$ cat src/rtl/mac_share_arbiter.sv
// Round-robin front end that time-shares one external pipelined 16x16 signed
// multiplier among NREQ requesters. Each accepted op is tagged, the tag rides a
// fixed-latency pipeline matched to the multiplier, and the product is merged
// with a per-requester accumulator at writeback.
module mac_share_arbiter #(
  parameter int unsigned NREQ    = 4,
  parameter int unsigned MUL_LAT = 2,
  parameter int unsigned ACC_W   = 32
) (
  input  logic               CLK,
  input  logic               RSTN,
  input  logic [NREQ-1:0]    REQ_VALID,
  output logic [NREQ-1:0]    REQ_READY,
  input  logic [16*NREQ-1:0] REQ_A,
  input  logic [16*NREQ-1:0] REQ_B,
  input  logic [2*NREQ-1:0]  REQ_OP,
  output logic [15:0]        MUL_A,
  output logic [15:0]        MUL_B,
  output logic               MUL_EN,
  input  logic [31:0]        MUL_P,
  output logic               RES_VALID,
  output logic [2:0]         RES_ID,
  output logic [ACC_W-1:0]   RES_DATA,
  output logic               BUSY
);

  localparam int unsigned PTR_W = (NREQ > 1) ? $clog2(NREQ) : 1;
  // Tag stage that lines up with MUL_P for its own issue
  localparam int unsigned WB    = MUL_LAT + 1;

  typedef enum logic [1:0] {
    OpMul  = 2'b00,
    OpMac  = 2'b01,
    OpLoad = 2'b10,
    OpClr  = 2'b11
  } op_e;

  typedef struct packed {
    logic       valid;
    logic [2:0] id;
    op_e        op;
  } tag_t;

  logic [PTR_W-1:0] ptr_q;
  logic             found;
  logic [2:0]       grant_id;
  logic [NREQ-1:0]  grant;
  logic [15:0]      sel_a;
  logic [15:0]      sel_b;
  op_e              sel_op;

  tag_t             tag_q [WB+1];
  tag_t             wb_tag;

  logic [ACC_W-1:0] acc_q [NREQ];
  logic [ACC_W-1:0] p_ext;
  logic [ACC_W-1:0] acc_cur;
  logic [ACC_W-1:0] wb_data;
  logic             busy_any;

  // Round-robin search: indices above the pointer first, then wrap to 0..ptr
  always_comb begin
    found    = 1'b0;
    grant_id = '0;
    grant    = '0;
    sel_a    = '0;
    sel_b    = '0;
    sel_op   = OpMul;
    for (int unsigned i = 0; i < NREQ; i++) begin
      if (!found && REQ_VALID[i] && (i > 32'(ptr_q))) begin
        found    = 1'b1;
        grant_id = 3'(i);
      end
    end
    for (int unsigned i = 0; i < NREQ; i++) begin
      if (!found && REQ_VALID[i] && (i <= 32'(ptr_q))) begin
        found    = 1'b1;
        grant_id = 3'(i);
      end
    end
    for (int unsigned i = 0; i < NREQ; i++) begin
      if (found && (grant_id == 3'(i))) begin
        grant[i] = 1'b1;
        sel_a    = REQ_A[16*i +: 16];
        sel_b    = REQ_B[16*i +: 16];
        sel_op   = op_e'(REQ_OP[2*i +: 2]);
      end
    end
  end

  // READY is forced low while reset is held so nothing looks accepted
  assign REQ_READY = RSTN ? grant : '0;

  // Issue stage: register operands to the multiplier and advance the RR pointer
  always_ff @(posedge CLK or negedge RSTN) begin
    if (!RSTN) begin
      ptr_q  <= PTR_W'(NREQ - 1);
      MUL_EN <= 1'b0;
      MUL_A  <= '0;
      MUL_B  <= '0;
    end else if (found) begin
      ptr_q <= grant_id[PTR_W-1:0];
      if (sel_op == OpClr) begin
        // CLR takes a slot but never fires the multiplier
        MUL_EN <= 1'b0;
        MUL_A  <= '0;
        MUL_B  <= '0;
      end else begin
        MUL_EN <= 1'b1;
        MUL_A  <= sel_a;
        MUL_B  <= sel_b;
      end
    end else begin
      MUL_EN <= 1'b0;
    end
  end

  // Tag pipeline: carries {valid, id, op} alongside the multiplier latency
  always_ff @(posedge CLK or negedge RSTN) begin
    if (!RSTN) begin
      for (int unsigned k = 0; k <= WB; k++) begin
        tag_q[k] <= '0;
      end
    end else begin
      tag_q[0] <= tag_t'{valid: found, id: grant_id, op: sel_op};
      for (int unsigned k = 1; k <= WB; k++) begin
        tag_q[k] <= tag_q[k-1];
      end
    end
  end

  // Writeback value: product combined with the addressed accumulator
  always_comb begin
    wb_tag  = tag_q[WB];
    p_ext   = ACC_W'(signed'(MUL_P));
    acc_cur = '0;
    for (int unsigned i = 0; i < NREQ; i++) begin
      if (wb_tag.id == 3'(i)) begin
        acc_cur = acc_q[i];
      end
    end
    wb_data = p_ext;
    unique case (wb_tag.op)
      OpMul:   wb_data = p_ext;
      OpMac:   wb_data = acc_cur + p_ext;
      OpLoad:  wb_data = p_ext;
      OpClr:   wb_data = '0;
      default: wb_data = p_ext;
    endcase
  end

  // Writeback registers and accumulators; RES_ID/RES_DATA hold between strobes
  always_ff @(posedge CLK or negedge RSTN) begin
    if (!RSTN) begin
      RES_VALID <= 1'b0;
      RES_ID    <= '0;
      RES_DATA  <= '0;
      for (int unsigned i = 0; i < NREQ; i++) begin
        acc_q[i] <= '0;
      end
    end else begin
      RES_VALID <= wb_tag.valid;
      if (wb_tag.valid) begin
        RES_ID   <= wb_tag.id;
        RES_DATA <= wb_data;
        for (int unsigned i = 0; i < NREQ; i++) begin
          // MAC, LOAD and CLR all leave the accumulator equal to the result
          if ((wb_tag.id == 3'(i)) && (wb_tag.op != OpMul)) begin
            acc_q[i] <= wb_data;
          end
        end
      end
    end
  end

  // Busy whenever anything is issued, tracked or being reported
  always_comb begin
    busy_any = MUL_EN | RES_VALID;
    for (int unsigned k = 0; k <= WB; k++) begin
      busy_any = busy_any | tag_q[k].valid;
    end
  end

  assign BUSY = busy_any;

endmodule

$ cat config.mk
export PLATFORM = sky130hd
export DESIGN_NAME = mac_share_arbiter
export DESIGN_NICKNAME = d
export VERILOG_FILES = /design/src/rtl/mac_share_arbiter.sv
export SDC_FILE = /design/constraint.sdc
export NUM_CORES = 1
export LEC_CHECK = 0
export ABC_AREA = 1
export BUFFER_PORTS_ARGS = -buffer_cell sky130_fd_sc_hd__buf_2
export CORE_ASPECT_RATIO = 1.25
export CORE_MARGIN = 4
export CORE_UTILIZATION = 45
export CTS_BUF_LIST = sky130_fd_sc_hd__clkbuf_16
export CTS_CLUSTER_DIAMETER = 40
export DETAILED_ROUTE_END_ITERATION = 10
export GPL_TIMING_DRIVEN = 0
export MAX_ROUTING_LAYER = met4
export PLACE_DENSITY = 0.65
export SYNTH_ARGS = -nofsm -noshare
export SYNTH_HDL_FRONTEND = slang
export SYNTH_SLANG_ARGS = --single-unit
$ cat constraint.sdc
create_clock -name CLK -period 4.2 [get_ports CLK]
set_clock_uncertainty 0.2 [all_clocks]
set_input_delay 0.42 -clock CLK [delete_from_list [all_inputs] [get_ports CLK]]
set_output_delay 0.42 -clock CLK [all_outputs]
set_load 0.05 [all_outputs]
After elaboration in Yosys (flattened, before gate mapping). Cells that the tools add are included.

Register bits after elaboration: 223. Latch bits: 0. RAM bits: 0. ROM bits: 0. Input port bits: 174. Logic and storage cells: 120. Memories kept: 0.

Add/subtract/negate cells: 1. Multiply operators: 0. Div/mod/pow operators: 0. $lt $le $gt $ge: 6. Equal/unequal tests: 10. Shift operators: 0. Mux-type cells: 40. Bitwise logic cells: 5. Reduce and logical (&&, ||, !) cells: 35.

Operators by type and width (count): 16-bit 2-to-1 mux (10); 32-bit 2-to-1 mux (4); 32-bit one-hot mux with 3 select lines (1); 32-bit adder (1); 1-bit logical AND (20); 1-bit 2-to-1 mux (14); 2-bit 2-to-1 mux (7); 3-bit by 2-bit equality test with 1-bit output (second input constant) (4); 3-bit 2-to-1 mux (3); 2-bit AND reduction (4); 2-bit equality test (second input constant) (3); 3-bit by 1-bit equality test with 1-bit output (second input constant) (2); 1-bit logical NOT (6); 3-bit logical NOT (2); 1-bit bitwise OR (5); 2-bit greater-than comparator (first input constant) (2); 2-bit <= comparator (first input constant) (2); 4-bit 2-to-1 mux (1); 2-bit by 1-bit equality test with 1-bit output (second input constant) (1); 1-bit by 2-bit greater-than comparator with 1-bit output (first input constant) (1); 1-bit by 2-bit <= comparator with 1-bit output (first input constant) (1); 2-bit logical NOT (1); 2-bit nonzero test (1); 2-bit OR reduction (1).

Depth between registers and ports, before layout.
Depth in word-level cells: 35. Gate-level depth with buffers: 21.

Worst setup path before layout. Ideal clock, no wire load.

Path kind: register to register. Start: register tag_q[3] (netlist name). End: register acc_q[112] (netlist name). Library setup time: 0.117 ns. Data arrival time: 2.851 ns. Data required time: 3.883 ns. Slack: 1.032 ns. Cell stages (with the launch flop): 19. Clock period less this slack: 3.168 ns. Path through: dfrtp_1 -> buf_2 -> nor2_1 -> inv_1 -> clkbuf_1 -> o22ai_1 -> o21ai_0 -> ha_1 -> fa_1 -> nand3_1 -> nand3_1 -> nand2_1 -> nand2_1 -> nand2_1 -> nand2_1 -> o21ai_0 -> nand2_1 -> nand2_1 -> nand2_1.

Longest elaborated chain between the ends: 7. Elaborated cells between the ends (all ways): 12. Those cells by class: 1 x add/sub; 3 x eq/ne; 5 x mux; 3 x reduce/logical.

Ends and longest elaborated chain: start, declared (line 52) `tag_t tag_q [WB+1];`; start signal, assigned by index (line 127) `tag_q[k] <= tag_q[k-1];`; 3-bit logical NOT (line 138, 168); 32-bit 2-to-1 mux (4 in a row) (line 138) `if (wb_tag.id == 3'(i)) begin`; 32-bit adder (line 145) `OpMac: wb_data = acc_cur + p_ext;`; 32-bit one-hot mux with 3 select lines (line 143) `unique case (wb_tag.op)`; end signal, assigned by index (line 169) `acc_q[i] <= wb_data;`; end, declared (line 55) `logic [ACC_W-1:0] acc_q [NREQ];`.

Parallel ways exist; a longest one is shown, timed or not. A chain may end at the register's enable or synchronous reset.

Worst setup path in the final report.
Start: register tag_q[2] (netlist name). End: register RES_DATA[19].

Longest elaborated chain between the ends: 7. Elaborated cells between the ends (all ways): 10. Those cells by class: 1 x add/sub; 3 x eq/ne; 5 x mux; 1 x reduce/logical.

Ends and longest elaborated chain: 3-bit logical NOT (line 138); 32-bit 2-to-1 mux (3 in a row) (line 138); 32-bit 2-to-1 mux * (line 138); 32-bit adder * (line 145); 32-bit one-hot mux with 3 select lines * (line 143); end signal, assigned (line 165) `RES_DATA <= wb_data;`; end, declared (line 23) `output logic [ACC_W-1:0] RES_DATA,`.

Mark *: on every way between the ends. The rest lies on a longest branch, timed or not.

==> flow_summary_export.csv <==
group,metric,value,unit
sta,slew_headroom,46.4,%
place,pre_cts_slack,-354,ps
logic_synthesis,ys_types,42,
logic_synthesis,synth_most_common_cell,"nand2_1",
place,gp_congestion,0.995,
cells_and_area,antenna_cells,0,
place,place_inst,2410,
sta,timing.final.crit_share,95.2,%
global_routing,grt_antenna_before_repair,0,
logic_synthesis,yosysSeqAreaShare,43.5,%
floorplanning,num_rows,68,
logic_synthesis,synth_common_cells,"nand2_1, dfrtp_1, inv_1",
job,drv_cap,0,
logic_synthesis,synth_area_per_cell,6.92,sq um
place,dpl.hpwl,35100,um
sta,hold_ws,42.3,ps
clocking,clock-root-buffer,"clkbuf_16",
power_and_ir_drop,power_density,1000,nW/um^2
power_and_ir_drop,power_leakage,8.41,nW
worst_hold_path,hp-start,"REQ_A[55]",
logic_synthesis,ys_seq_elements,218,
route,wire_per_inst,17.9,um
clocking,cts_tree,"yes",
logic_synthesis,syn_nets,2019,
logic_synthesis,synth_area,12600,sq um
floorplanning,die_height,195,um
route,wl,44000,um
sta,finalHoldViolCount,0,
global_routing,grt_max_degree,121,
worst_setup_path,cp_top_family,"simple AND/OR/NAND/NOR gates",
route,via_per_inst,5.22,
cells_and_area,syn_to_final_growth,21.0,%
global_routing,grt_pass1_vias,12800,
clocking,cts_post_setup_buffers_inserted,0,
sta,slew_viol_final,0,
floorplanning,die_w,157,um
logic_synthesis,ys_warn_count,0,
clocking,clkLatencyLatePin,540,ps
global_routing,grt_pass1_wl,68500,um
worst_setup_path,slowest_delay,440,ps
floorplanning,io_pins,248,
route,vias,12800,
clocking,cts_buffers,26,
worst_setup_path,path_max_fanout,10,
sta,fmax,0.250,GHz
route,drt-pass1-iter-count,6,
worst_setup_path,crit_start,"tag_q[2]",
worst_setup_path,cp.required,4420,ps
sta,fin_crit,4000,ps
floorplanning,core_area,27600,sq um
worst_setup_path,path_common_cell,"nand2_1",
sta,timing.final.ws_setup,203,ps
route,dr.first_iter.drc_count,924,
route,drcViolationCount,0,
logic_synthesis,yosysTopAreaCell,"dfrtp_1",
logic_synthesis,synth_edf_count,0,
worst_setup_path,start_kind,"register",
sta,worst_slew_pin_slew,801,ps
cells_and_area,final_nets,2295,
floorplanning,dieArea,30600,sq um
worst_setup_path,cp_slowest_cell,"dfrtp_1",
worst_setup_path,cp.buffers_inverters,3,
logic_synthesis,async_flop_share,100,%
sta,rsz0062_at_grt,"no",
clocking,clk_pin_slew,60,ps
worst_setup_path,r2r_setup_slack,200,ps
clocking,cts.path.max_buffers,3,
cells_and_area,final_cell_area,15200,sq um
global_routing,grt_usage,29.3,%
worst_setup_path,crit_path_end_kind,"register",
sta,setup_tns,0,ps
logic_synthesis,yosys.area.top_type_share,43.1,%
power_and_ir_drop,irDropWorstVdd,445,uV
logic_synthesis,synthCells,1813,
cells_and_area,drive_gt1_share,16.4,%
cells_and_area,fin_cells,2457,
worst_setup_path,crit_chain,"nand2_4 > inv_1 > clkbuf_2 > a221oi_1 > nand2_1 > o21ai_0 > inv_1 > ha_1 > nand2_1 > nor2_1 > nand2_1 > nand2_1 > nand2_1 > nand2_1 > nand2_1 > nand2_1 > nand2_1 > nand3_1 > nand2_1 > nand2_1 > nand2_1",
cells_and_area,fillers,2757,
route,postRouteAntennaNets,0,
clocking,h-tree-depth,1,
worst_hold_path,hp-class,"input port to register",
clocking,clock_sinks,218,
floorplanning,start_util,45.5,%
place,placed_area,14300,sq um
sta,setup_viol,0,
worst_setup_path,arrival,4210,ps
logic_synthesis,ys.flop_type,"dfrtp_1",
global_routing,grt_remaining_overflow,0,
place,portBuffers,246,
status,status,"finished, final reports clean",
worst_setup_path,reg2reg_from,"tag_q[2]",
worst_setup_path,path_class,"register to register",
logic_synthesis,yosys-top-cells-area,"dfrtp_1, nand2_1, inv_1, o21ai_0, nor2_1",
## logic make-up after synthesis
family                     share of synthesized area, %
xor gates and xnor gates                          0.349
DFF                                                43.5
adders and majority gates                          3.25
AOI/OAI and AO/OA                                  13.4
and+or+nand+nor                                    31.1
other                                            0.0299
buffers and inverters                              8.39
## registers in the layout (all words and copies together), names as in the netlist
name,flops
MUL_EN,1
ptr_q,2
MUL_A,16
RES_VALID,1
RES_ID,2
RES_DATA,32
MUL_B,16
tag_q,20
acc_q,128
## path summary, 6_finish.rpt
path / cells after the start / endpoint
worst max-delay path: 21 / RES_DATA[19]
worst min-delay path: 5 / MUL_A[7]
worst max register to register: 21 / RES_DATA[19]
worst min register to register: 0 / tag_q[15]
max in group asynchronous: 3 / acc_q[27]
min in group asynchronous: 2 / MUL_A[9]
## where the power goes
group / total [mW] / internal (mW) / switching (mW)
Sequential: 3.65 / 3.12 / 0.534
Clock: 2.23 / 1.32 / 0.912
Combinational: 9.33 / 2.62 / 6.71
## placed cells by master, fill, tap and decap left out, drive strengths merged, types with 2 or more instances in the layout
cell    Yosys  final
nand2     762    762
buf        21    268
dfrtp     216    216
inv       190    196
nor2      138    138
o21ai     138    138
a21oi      99     99
clkbuf     51     77
nand3      59     59
ha         31     31
a31oi      22     22
o22ai      17     17
clkinv      1     12
nor3       11     11
nand4       9      9
a221oi      9      9
o21bai      7      7
a22o        6      6
o221ai      6      6
and2        5      5
xor2        4      4
bufinv      0      3
dfstp       2      2
## through the flow
| step | power [mW] | utilization, % |
|---|---|---|
| 5_1_grt | 16.4 | 55.1 |
| 2_1_floorplan | 10.0 | - |
| 3_5_place_dp | 12.8 | 51.7 |
| 3_3_place_gp | 12.7 | 51.6 |
| 4_1_cts | 15.1 | 54.9 |
| 6_report | 15.2 | 55.1 |
## layer usage
metal	GRT usage, %	part of all wire (%)	vias to the layer above
li1	-	-	6294
met1	34.4	39	5952
met2	51.5	51	481
met3	2.87	6.1	94
met4	11.0	4.2	0
met5	-	0	-
## area by class of cell
cell class,count,area (sq um),area share [%]
buffer,72,347,2.28
clock buffer,26,651,4.28
clock inverter,20,200,1.32
inverter,191,717,4.72
multi-input combinational,1332,6100,40.2
sequential,218,5460,35.9
tap,350,438,2.88
timing repair buffer,248,1280,8.42
## worst register-to-register path: cells and delay by family (launching register included)
| family | cells | cell delay, ps |
|---|---|---|
| flops | 1 | 440 |
| simple gates | 15 | 1810 |
| compound gates | 2 | 490 |
| fa+ha+maj | 1 | 370 |
| buf+inv | 3 | 570 |
## what timing repair did
action / CTS / global route
hold endpoints to repair: 96 / 0
hold buffers: 1 / 0
setup endpoints to repair: 105 / 110
resized for setup: 10 / 23
No activity file was read; power rests on OpenSTA's default activity.
